### src/rtl/vga_pkg.sv
// Shared constants and types for the VGA colour stage and its command decoder.
// Timing bounds, opcodes, reset defaults and the colour/box payload types.
package vga_pkg;

  localparam int unsigned CNT_W       = 16;
  localparam int unsigned H_ACT_START = 144;
  localparam int unsigned H_ACT_END   = 783;
  localparam int unsigned V_ACT_START = 35;
  localparam int unsigned V_ACT_END   = 514;
  localparam int unsigned H_TOTAL     = 800;
  localparam int unsigned V_TOTAL     = 525;

  localparam int unsigned TIMEOUT_CYCLES_DEF = 2500000;

  localparam logic [7:0] OP_SET_FG  = 8'h01;
  localparam logic [7:0] OP_SET_BG  = 8'h02;
  localparam logic [7:0] OP_SET_BOX = 8'h03;
  localparam logic [7:0] OP_CLEAR   = 8'h04;

  typedef logic [11:0] rgb_t;

  typedef struct packed {
    logic [7:0] x0;
    logic [7:0] y0;
    logic [7:0] x1;
    logic [7:0] y1;
  } box_t;

  localparam rgb_t DEF_FG  = 12'hFFF;
  localparam rgb_t DEF_BG  = 12'h000;
  localparam box_t DEF_BOX = '{x0: 8'd0, y0: 8'd0, x1: 8'd159, y1: 8'd119};

  typedef enum logic {ST_IDLE, ST_PAYLOAD} cmd_state_e;

  // Inclusive unsigned cell test; an inverted box simply never matches.
  function automatic logic in_box(input box_t b, input logic [7:0] bx, input logic [7:0] by);
    return (bx >= b.x0) && (bx <= b.x1) && (by >= b.y0) && (by <= b.y1);
  endfunction

endpackage

### src/rtl/vga_pixel_gen_if.sv
// Counter/sync inputs, UART byte stream and colour/status outputs of the pixel stage.
interface vga_pixel_gen_if;
  import vga_pkg::*;

  logic [CNT_W-1:0] h_count;
  logic [CNT_W-1:0] v_count;
  logic             hsync_in;
  logic             vsync_in;
  logic [7:0]       rx_data;
  logic             rx_valid;
  logic             hsync_out;
  logic             vsync_out;
  logic [3:0]       red;
  logic [3:0]       green;
  logic [3:0]       blue;
  logic             cmd_busy;
  logic             cmd_error;

  modport slave (
    input  h_count, v_count, hsync_in, vsync_in, rx_data, rx_valid,
    output hsync_out, vsync_out, red, green, blue, cmd_busy, cmd_error
  );

  modport master (
    output h_count, v_count, hsync_in, vsync_in, rx_data, rx_valid,
    input  hsync_out, vsync_out, red, green, blue, cmd_busy, cmd_error
  );

endinterface

### src/rtl/vga_cmd_decoder.sv
// Byte-command FSM: stages payload bytes, guards against stalls, and holds the
// shadow colours/box plus the pending flag consumed by the frame-start commit.
module vga_cmd_decoder
  import vga_pkg::*;
#(
  parameter int unsigned TIMEOUT_CYCLES = TIMEOUT_CYCLES_DEF
) (
  input  logic       clk,
  input  logic       rst_n,
  input  logic [7:0] rx_data,
  input  logic       rx_valid,
  input  logic       commit_c,
  output rgb_t       shadow_fg,
  output rgb_t       shadow_bg,
  output box_t       shadow_box,
  output logic       pending,
  output logic       busy,
  output logic       error
);

  localparam int unsigned GAP_W = $clog2(TIMEOUT_CYCLES + 1);

  cmd_state_e       state, state_nxt;
  logic [7:0]       op, op_nxt;
  logic [2:0]       left, left_nxt;
  logic [1:0]       idx, idx_nxt;
  logic [3:0][7:0]  stage, stage_nxt;
  logic [GAP_W-1:0] gap, gap_nxt;
  rgb_t             fg_nxt, bg_nxt;
  box_t             box_nxt;
  logic             pending_nxt, error_nxt;
  logic [3:0][7:0]  bytes_c;

  always_ff @(posedge clk or negedge rst_n) begin
    if (!rst_n) begin
      state      <= ST_IDLE;
      op         <= '0;
      left       <= '0;
      idx        <= '0;
      stage      <= '0;
      gap        <= '0;
      shadow_fg  <= DEF_FG;
      shadow_bg  <= DEF_BG;
      shadow_box <= DEF_BOX;
      pending    <= 1'b0;
      busy       <= 1'b0;
      error      <= 1'b0;
    end else begin
      state      <= state_nxt;
      op         <= op_nxt;
      left       <= left_nxt;
      idx        <= idx_nxt;
      stage      <= stage_nxt;
      gap        <= gap_nxt;
      shadow_fg  <= fg_nxt;
      shadow_bg  <= bg_nxt;
      shadow_box <= box_nxt;
      pending    <= pending_nxt;
      busy       <= (state_nxt != ST_IDLE);
      error      <= error_nxt;
    end
  end

  // Next-state, staging and shadow update; a completion in the commit cycle re-arms pending.
  always_comb begin
    state_nxt   = state;
    op_nxt      = op;
    left_nxt    = left;
    idx_nxt     = idx;
    stage_nxt   = stage;
    gap_nxt     = gap;
    fg_nxt      = shadow_fg;
    bg_nxt      = shadow_bg;
    box_nxt     = shadow_box;
    error_nxt   = 1'b0;
    pending_nxt = commit_c ? 1'b0 : pending;
    bytes_c      = stage;
    bytes_c[idx] = rx_data;

    unique case (state)
      ST_IDLE: begin
        if (rx_valid) begin
          op_nxt    = rx_data;
          idx_nxt   = '0;
          gap_nxt   = '0;
          stage_nxt = '0;
          case (rx_data)
            OP_SET_FG, OP_SET_BG: begin
              left_nxt  = 3'd2;
              state_nxt = ST_PAYLOAD;
            end
            OP_SET_BOX: begin
              left_nxt  = 3'd4;
              state_nxt = ST_PAYLOAD;
            end
            OP_CLEAR: begin
              fg_nxt      = DEF_FG;
              bg_nxt      = DEF_BG;
              box_nxt     = DEF_BOX;
              pending_nxt = 1'b1;
            end
            default: error_nxt = 1'b1;
          endcase
        end
      end
      ST_PAYLOAD: begin
        if (rx_valid) begin
          stage_nxt = bytes_c;
          gap_nxt   = '0;
          idx_nxt   = idx + 2'd1;
          left_nxt  = left - 3'd1;
          if (left == 3'd1) begin
            state_nxt   = ST_IDLE;
            pending_nxt = 1'b1;
            case (op)
              OP_SET_FG: fg_nxt = {bytes_c[0], bytes_c[1][7:4]};
              OP_SET_BG: bg_nxt = {bytes_c[0], bytes_c[1][7:4]};
              default:   box_nxt = '{x0: bytes_c[0], y0: bytes_c[1],
                                     x1: bytes_c[2], y1: bytes_c[3]};
            endcase
          end
        end else if (gap == GAP_W'(TIMEOUT_CYCLES - 1)) begin
          state_nxt = ST_IDLE;
          error_nxt = 1'b1;
          left_nxt  = '0;
          stage_nxt = '0;
        end else begin
          gap_nxt = gap + GAP_W'(1);
        end
      end
      default: state_nxt = ST_IDLE;
    endcase
  end

endmodule

### src/rtl/vga_pixel_gen.sv
// VGA colour stage: registered RGB for a filled box over a background, with
// syncs realigned to the pixel and live settings committed at frame start.
module vga_pixel_gen
  import vga_pkg::*;
#(
  parameter int unsigned TIMEOUT_CYCLES = TIMEOUT_CYCLES_DEF
) (
  input logic            clk,
  input logic            rst_n,
  vga_pixel_gen_if.slave bus
);

  rgb_t       live_fg, live_bg, shadow_fg, shadow_bg;
  box_t       live_box, shadow_box;
  logic       pending, busy, error;
  logic       commit_c, active_c;
  logic [7:0] bx_c, by_c;
  rgb_t       pix_c;

  assign commit_c = pending && (bus.h_count == '0) && (bus.v_count == '0);

  vga_cmd_decoder #(.TIMEOUT_CYCLES(TIMEOUT_CYCLES)) u_dec (
    .clk        (clk),
    .rst_n      (rst_n),
    .rx_data    (bus.rx_data),
    .rx_valid   (bus.rx_valid),
    .commit_c   (commit_c),
    .shadow_fg  (shadow_fg),
    .shadow_bg  (shadow_bg),
    .shadow_box (shadow_box),
    .pending    (pending),
    .busy       (busy),
    .error      (error)
  );

  assign bus.cmd_busy  = busy;
  assign bus.cmd_error = error;

  always_ff @(posedge clk or negedge rst_n) begin
    if (!rst_n) begin
      live_fg  <= DEF_FG;
      live_bg  <= DEF_BG;
      live_box <= DEF_BOX;
    end else if (commit_c) begin
      live_fg  <= shadow_fg;
      live_bg  <= shadow_bg;
      live_box <= shadow_box;
    end
  end

  assign active_c = (bus.h_count >= CNT_W'(H_ACT_START)) && (bus.h_count <= CNT_W'(H_ACT_END)) &&
                    (bus.v_count >= CNT_W'(V_ACT_START)) && (bus.v_count <= CNT_W'(V_ACT_END));

  // Offsets are only formed once the active test passes, so they never underflow.
  always_comb begin
    pix_c = '0;
    bx_c  = '0;
    by_c  = '0;
    if (active_c) begin
      bx_c  = 8'((bus.h_count - CNT_W'(H_ACT_START)) >> 2);
      by_c  = 8'((bus.v_count - CNT_W'(V_ACT_START)) >> 2);
      pix_c = in_box(live_box, bx_c, by_c) ? live_fg : live_bg;
    end
  end

  always_ff @(posedge clk or negedge rst_n) begin
    if (!rst_n) begin
      bus.hsync_out <= 1'b0;
      bus.vsync_out <= 1'b0;
      bus.red       <= '0;
      bus.green     <= '0;
      bus.blue      <= '0;
    end else begin
      bus.hsync_out <= bus.hsync_in;
      bus.vsync_out <= bus.vsync_in;
      {bus.red, bus.green, bus.blue} <= pix_c;
    end
  end

endmodule

### src/flat_wrapper.sv
// flat-port wrapper written by rule: the top's interface ports become plain ports
module vga_pixel_gen_flat import vga_pkg::*;
#(
  parameter int unsigned TIMEOUT_CYCLES = TIMEOUT_CYCLES_DEF
)
  (clk, rst_n, bus_h_count, bus_v_count, bus_hsync_in, bus_vsync_in, bus_rx_data, bus_rx_valid, bus_hsync_out, bus_vsync_out, bus_red, bus_green, bus_blue, bus_cmd_busy, bus_cmd_error);
  vga_pixel_gen_if bus_i ();
  input logic clk;
  input logic rst_n;
  input wire logic [$bits(bus_i.h_count)-1:0] bus_h_count;
  input wire logic [$bits(bus_i.v_count)-1:0] bus_v_count;
  input wire logic [$bits(bus_i.hsync_in)-1:0] bus_hsync_in;
  input wire logic [$bits(bus_i.vsync_in)-1:0] bus_vsync_in;
  input wire logic [$bits(bus_i.rx_data)-1:0] bus_rx_data;
  input wire logic [$bits(bus_i.rx_valid)-1:0] bus_rx_valid;
  output wire logic [$bits(bus_i.hsync_out)-1:0] bus_hsync_out;
  output wire logic [$bits(bus_i.vsync_out)-1:0] bus_vsync_out;
  output wire logic [$bits(bus_i.red)-1:0] bus_red;
  output wire logic [$bits(bus_i.green)-1:0] bus_green;
  output wire logic [$bits(bus_i.blue)-1:0] bus_blue;
  output wire logic [$bits(bus_i.cmd_busy)-1:0] bus_cmd_busy;
  output wire logic [$bits(bus_i.cmd_error)-1:0] bus_cmd_error;
  assign bus_i.h_count = bus_h_count;
  assign bus_i.v_count = bus_v_count;
  assign bus_i.hsync_in = bus_hsync_in;
  assign bus_i.vsync_in = bus_vsync_in;
  assign bus_i.rx_data = bus_rx_data;
  assign bus_i.rx_valid = bus_rx_valid;
  assign bus_hsync_out = bus_i.hsync_out;
  assign bus_vsync_out = bus_i.vsync_out;
  assign bus_red = bus_i.red;
  assign bus_green = bus_i.green;
  assign bus_blue = bus_i.blue;
  assign bus_cmd_busy = bus_i.cmd_busy;
  assign bus_cmd_error = bus_i.cmd_error;
  vga_pixel_gen #(.TIMEOUT_CYCLES(TIMEOUT_CYCLES)) u_core (.clk(clk), .rst_n(rst_n), .bus(bus_i));
endmodule
### config.mk
export PLATFORM = sky130hd
export DESIGN_NAME = vga_pixel_gen_flat
export DESIGN_NICKNAME = d
export VERILOG_FILES = /design/src/rtl/vga_pkg.sv /design/src/rtl/vga_pixel_gen_if.sv /design/src/rtl/vga_cmd_decoder.sv /design/src/rtl/vga_pixel_gen.sv /design/src/flat_wrapper.sv
export SDC_FILE = /design/constraint.sdc
export NUM_CORES = 1
export LEC_CHECK = 0
export ABC_AREA = 1
export CORE_MARGIN = 1.5
export CORE_UTILIZATION = 52
export CTS_CLUSTER_SIZE = 24
export DETAILED_ROUTE_END_ITERATION = 10
export DONT_BUFFER_PORTS = 1
export PLACE_DENSITY_LB_ADDON = 0.2
export SLEW_MARGIN = 20
export SYNTH_ARGS = -nofsm -noshare
export SYNTH_HDL_FRONTEND = slang
export SYNTH_SLANG_ARGS = --single-unit
### constraint.sdc
create_clock -name clk -period 5.2 [get_ports clk]
set_clock_uncertainty 0.05 [all_clocks]
set_input_delay 0.52 -clock clk [delete_from_list [all_inputs] [get_ports clk]]
set_output_delay 0.52 -clock clk [all_outputs]
set_load 0.005 [all_outputs]
After elaboration in Yosys (flattened, before gate mapping)
Cells that the tools add are included.
Word-level totals
  flip-flop bits (word level): 196
  bits of input ports: 45
  output and inout bits: 16
  word-level logic and storage cells: 141
Cells by class
  add/subtract/negate cells: 5
  order comparisons: 10
  equal/unequal tests: 18
  mux-type cells: 56
  bitwise gates (word level): 1
  reduce and logical (&&, ||, !) cells: 23
Operator list (count)
  $mux 32: 8
  $mux 12: 12
  $pmux 32 s2: 2
  $mux 22: 3
  $pmux 12 s2: 2
  $pmux 22 s2: 1
  $bwmux 32: 1
  $le 16x10->1 const B: 2
  $logic_not 16->1: 2
  $eq 8x2->1 const B: 3
  $add 22x1->22 const B: 1
  $eq 22x22->1 const B: 1
  $demux 8 s2: 1
  $eq 8x1->1 const B: 2
  $ge 16x6->1 const B: 1
  $ge 16x8->1 const B: 1
  $ge 8x8->1: 2
  $le 8x8->1: 2
  $reduce_and 5->1: 3
  $mux 1: 14
  $pmux 3 s2: 2
  $sub 10x6->10 const B: 1
  $sub 10x8->10 const B: 1
  $logic_and 1x1->1: 9
  other kinds (22): 36

Longest topological paths before layout
  word-level depth: 9
  gate-level depth with buffers: 21
  gate-level depth less buffers: 20

Modules after synthesis
From an unflattened synthesis, not the netlist that was laid out.
Second synthesis, totals
  cells, all modules: 1316
  area, all modules: 10426.2 µm²
Modules (own cells, without submodules)
  vga_cmd_decoder: instances 1, cells each 761, area an instance 6133.4 µm², sequential area each 3183.1 µm²
  vga_pixel_gen: instances 1, cells each 555, area an instance 4292.9 µm², sequential area each 1781.7 µm²

Worst setup path before layout
No wires, ideal clock.
  path type: input -> register
  start: in bus_v_count[3]
  end: reg u_core.bus.blue[1]
  setup time: 0.071 ns
  arrival time: 2.478 ns
  required time: 5.079 ns
  slack: 2.600 ns
  cell stages on the path: 20
  path buffers: 1
  cells stage by stage: nor2_1 -> nand2_1 -> inv_1 -> nand2_1 -> or2_2 -> nand2_1 -> inv_1 -> ha_1 -> nand2_1 -> nor2_1 -> nor2_1 -> nand2_1 -> nand2_1 -> nand2_1 -> nand2_1 -> inv_1 -> nand3_1 -> clkbuf_1 -> nor2_1 -> nor2_1
On the way
  word-level cells in the longest chain between the ends: 6
  elaborated cells on any way between the ends: 11
  classes of those cells: add/sub (1); order compare (4); mux (2); reduce/logical (4)
RTL lines
  from (decl): RTL line flat_wrapper.sv:11  | input wire logic [$bits(bus_i.v_count)-1:0] bus_v_count;
  $sub 10x6->10: RTL line vga_pixel_gen.sv:61  | by_c = 8'((bus.v_count - CNT_W'(V_ACT_START)) >> 2);
  $ge 8x8->1: RTL line vga_pkg.sv:37  | return (bx >= b.x0) && (bx <= b.x1) && (by >= b.y0) && (by <= b.y1);
  $logic_and 1x1->1 (2 in a row): RTL line vga_pkg.sv:37
  $mux 12: RTL line vga_pixel_gen.sv:62  | pix_c = in_box(live_box, bx_c, by_c) ? live_fg : live_bg;
  $mux 12 *: RTL line vga_pixel_gen.sv:59  | if (active_c) begin
  net u_core.pix_c[1]: RTL line vga_pixel_gen.sv:18  | rgb_t pix_c;
  to (signal assigned): RTL line vga_pixel_gen.sv:76  | {bus.red, bus.green, bus.blue} <= pix_c;
  to (decl): RTL line vga_pixel_gen_if.sv:21  | output hsync_out, vsync_out, red, green, blue, cmd_busy, cmd_error
Mark *: on every way through the listed nets, which the timed path passes. The rest lies on a longest branch.
A chain may end at the register's enable or synchronous reset.

Worst setup path after layout
  start: in bus_v_count[3]
  end: reg u_core.bus.green[2]
On the way
  word-level cells in the longest chain between the ends: 6
  elaborated cells on any way between the ends: 11
  classes of those cells: add/sub (1); order compare (4); mux (2); reduce/logical (4)
RTL lines (RTL line)
  $sub 10x6->10: vga_pixel_gen.sv:61
  $ge 8x8->1: vga_pkg.sv:37
  $logic_and 1x1->1 (2 in a row): vga_pkg.sv:37
  $mux 12: vga_pixel_gen.sv:62
  $mux 12 *: vga_pixel_gen.sv:59
  net u_core.pix_c[6]: vga_pixel_gen.sv:18
  to (signal assigned): vga_pixel_gen.sv:76
  to (decl): vga_pixel_gen_if.sv:21
Marked as above.

==> run summary <==
Clk sinks: 196
Final WS setup: 2.41 ns
Largest net degree at the start of global routing: 197
Post-CTS sizing: 0
Final nets: 1360
Rel. slew slack: 30.6%
Core Box Area: 19400 um2
Final setup fails: 0
Kind of critical path: in2reg
DP HPWL: 15200 um
First-pass GRT wire length: 36300 um
Critical Path Slowest Stage Cell: nand3_1
Final antenna-violating net count: 0
Vias in the first global route: 7348
GPL Wtd Cong: 0.827
Critical Path Start Type: primary input
Area of the multi-input gates: 4150 um2
Setup_tns: 0 ns
Worst Hold Class: in2async
P_leak: 5.15 nW
Register area share after synthesis: 48.6%
Final period util: 53.7%
Port bufs: 0
Crit path buf inv count: 3
Mean Syn Cell Area: 7.89 um2
Slew @ Worst Pin: 1.04 ns
Final Hold Viols: 0
Worst reg2reg path depth: 6
Critical-path maximum fanout: 24
Crit path max-delay family: simple AND/OR/NAND/NOR gates
Critical Path, Cell by Cell: nor2_1 -> nand2_1 -> inv_1 -> nand2_1 -> or2_2 -> nand2_1 -> inv_1 -> ha_1 -> nand2_1 -> nor2_1 -> nor2_1 -> nand2_1 -> nand2_1 -> nand2_1 -> nand2_1 -> inv_1 -> nand3_1 -> nor2_1 -> nor2_1
Row count: 51
Setup Buffers After CTS: 0
Crit end category: register
DRC: 0
Instance count on the critical path: 19
Antenna violations before repair: 0
Register area: 4960 um2
CTS root buf: clkbuf_16
Drt first pass iters: 5
FF-to-FF Start: u_core.u_dec.state
Largest stage delay, worst path: 0.59 ns
Synth cell types: 39
WP data required: 5.48 ns
CTS tree: yes
Synthesized Nets: 1383
RSZ-0062 raised after global routing: no
Dpl ws: 1.91 ns
Worst VDD drop: 0.281 mV
FF-to-FF setup slack: 2.47 ns
Bufs on Longest Clock Path: 2
Final-layout fill cell count: 1850
Max-Cap Viols: 0
Die H: 143 um
Top Ports: 61
WL/cell: 14.1 um
Post-route minimum period: 2.79 ns
Layout cell share with drive strength beyond 1: 9.25%
Outcome: completed
Initial core utilization: 52.7%
Hold_buf cts: 1
Tot GR Track Use: 22.6%
Crit path to: u_core.bus.green[2]
Synth Register Bits: 196
Ant. Diodes: 0
Most frequent CP cell: nand2_1
Peak Freq: 0.358 GHz
Area of the mapped netlist: 10200 um2
Fin util: 56.4%
PwrDens: 344 nW/um2
CTS clk-pin slew, worst paths: 0.08 ns
CP Launch Point: bus_v_count[3]
TritonCTS Buffers: 17
Remaining Overflow, GRT: 0
Synth warn: 0
Slew Viols, Final: 0
Worst skew pair latency: 0.45 ns
CTS H-tree depth: 4
Via Count: 7939
RR Endpoint: u_core.u_dec.stage[28]
Area growth syn-to-layout: 7.05%
Die area: 20500 um2
Worst endpoint data arrival time: 3.07 ns
Vias per cell: 5.12
Cells after synthesis: 1296
Die X: 143 um
Initial DRC count: 577
Final wirelength: 21900 um
placed cells by master (no fill, tap or decap), types with 2 or more instances in the layout:
| cell type | synthesis | final |
|---|---|---|
| inv_2 | 3 | 3 |
| nor3_1 | 8 | 8 |
| a31oi_1 | 2 | 2 |
| o21ai_1 | 67 | 67 |
| ha_1 | 42 | 42 |
| or2_2 | 2 | 2 |
| dfrtp_1 | 148 | 148 |
| nand4_1 | 23 | 23 |
| nand3_1 | 33 | 33 |
| o21ai_2 | 12 | 12 |
| inv_6 | 0 | 2 |
| xor2_1 | 5 | 5 |
| nor2_1 | 117 | 117 |
| nand3_2 | 5 | 4 |
| o22ai_2 | 2 | 2 |
| clkbuf_16 | 0 | 17 |
| nor4_1 | 2 | 2 |
| nand2_2 | 6 | 5 |
| clkinv_8 | 0 | 3 |
| inv_8 | 0 | 6 |
| o21a_1 | 5 | 5 |
| inv_1 | 215 | 215 |
| nor3_2 | 2 | 2 |
| clkinv_1 | 2 | 2 |
| dfstp_2 | 48 | 48 |
| nand2_1 | 348 | 348 |
| o21ai_0 | 116 | 116 |
| or2_1 | 2 | 2 |
| buf_16 | 0 | 2 |
| clkinv_2 | 0 | 2 |
| nor3_4 | 2 | 2 |
| xnor2_1 | 3 | 3 |
| a21oi_1 | 23 | 23 |
| o22ai_1 | 2 | 2 |
stage by stage:
stage                     total power [mW]  instance area, um2  instances  hold WS, ns
after floorplan                       2.29               10200       1296        0.174
after global placement                2.40               10300       1517        0.180
after detailed placement              2.41               10300       1517        0.179
after CTS                             3.80               10900       1550       0.0351
after global routing                  3.96               10900       1551       0.0396
final                                 3.76               10900       1551       0.0156
routing by layer:
metal	global-route usage, %	wire length (um)	vias up
met5	0	0	-
met4	6.82	272	0
met3	3.79	1060	20
met2	33.8	9550	166
met1	33.8	11000	3722
li1	-	-	4031
registers in the layout, summed over array words and instances (netlist names):
| signal | flops |
|---|---|
| u_core.u_dec.shadow_box | 32 |
| u_core.bus.green | 4 |
| u_core.bus.red | 4 |
| u_core.u_dec.stage | 32 |
| u_core.u_dec.gap | 22 |
| u_core.u_dec.state | 1 |
| u_core.u_dec.left | 3 |
| u_core.live_bg | 12 |
| u_core.u_dec.error | 1 |
| u_core.u_dec.shadow_fg | 12 |
| u_core.live_box | 32 |
| u_core.u_dec.idx | 2 |
| u_core.u_dec.pending | 1 |
| u_core.bus.vsync_out | 1 |
| u_core.live_fg | 12 |
| u_core.bus.blue | 4 |
| u_core.u_dec.shadow_bg | 12 |
| u_core.bus.hsync_out | 1 |
| u_core.u_dec.op | 8 |
synthesized netlist by cell type, drive strengths merged:
cell | n | share of area, %
buf | 28 | 2.2
dfstp | 48 | 12
o21a | 5 | 0.37
o22ai | 4 | 0.37
nor3 | 12 | 0.91
inv | 218 | 8.0
nand4 | 23 | 1.4
ha | 42 | 5.1
xnor2 | 3 | 0.26
clkinv | 2 | 0.073
nand3b | 1 | 0.073
or2 | 5 | 0.33
dfrtp | 148 | 36
nand3 | 38 | 2.1
nor2 | 118 | 4.4
a31oi | 2 | 0.12
nor4 | 2 | 0.12
nand2 | 354 | 13
xor2 | 5 | 0.43
a21oi | 23 | 1.1
o221ai | 1 | 0.086
clkbuf | 17 | 0.64
o21ai | 195 | 10
o211ai | 1 | 0.073
a22o | 1 | 0.086
logic make-up (layout without fill, tap and decap cells):
kind of cell               count (synthesis)  count (layout)  share of synthesized area [%]
xor gates and xnor gates                   8               8                          0.685
AOI/OAI and AO/OA                        232             232                           12.2
adders and majority gates                 42              42                           5.14
DFF                                      196             196                           48.6
buffers and inverters                    265             255                           11.0
and+or+nand+nor                          553             553                           22.4
power breakdown:
group,switching [mW],internal [mW],total [mW]
combinational,0.387,0.189,0.576
sequential,0.107,1.74,1.84
clock,0.651,0.694,1.35
total,1.14,2.62,3.76
cell type report:
| class | count | share of cell area [%] |
|---|---|---|
| well taps | 265 | 3.03 |
| flip-flops and latches | 196 | 45.4 |
| inverters | 220 | 7.55 |
| clock inverters | 15 | 1.67 |
| repair buffers | 3 | 0.572 |
| multi-input cells | 835 | 37.9 |
| clock buffers | 17 | 3.89 |
worst min path at each step:
stage | slack [ns] | end | start | cells after the start
CTS | 0.04 | u_core.bus.vsync_out | bus_vsync_in | 0
finish | 0.02 | u_core.live_bg[9] | rst_n | 1
global placement | 0.18 | u_core.live_bg[8] | rst_n | 0
detailed placement | 0.18 | u_core.live_box[27] | rst_n | 0
global route | 0.04 | u_core.bus.vsync_out | bus_vsync_in | 0
floorplan | 0.17 | u_core.bus.blue[0] | rst_n | 0
No activity file was read; power rests on OpenSTA's default activity.
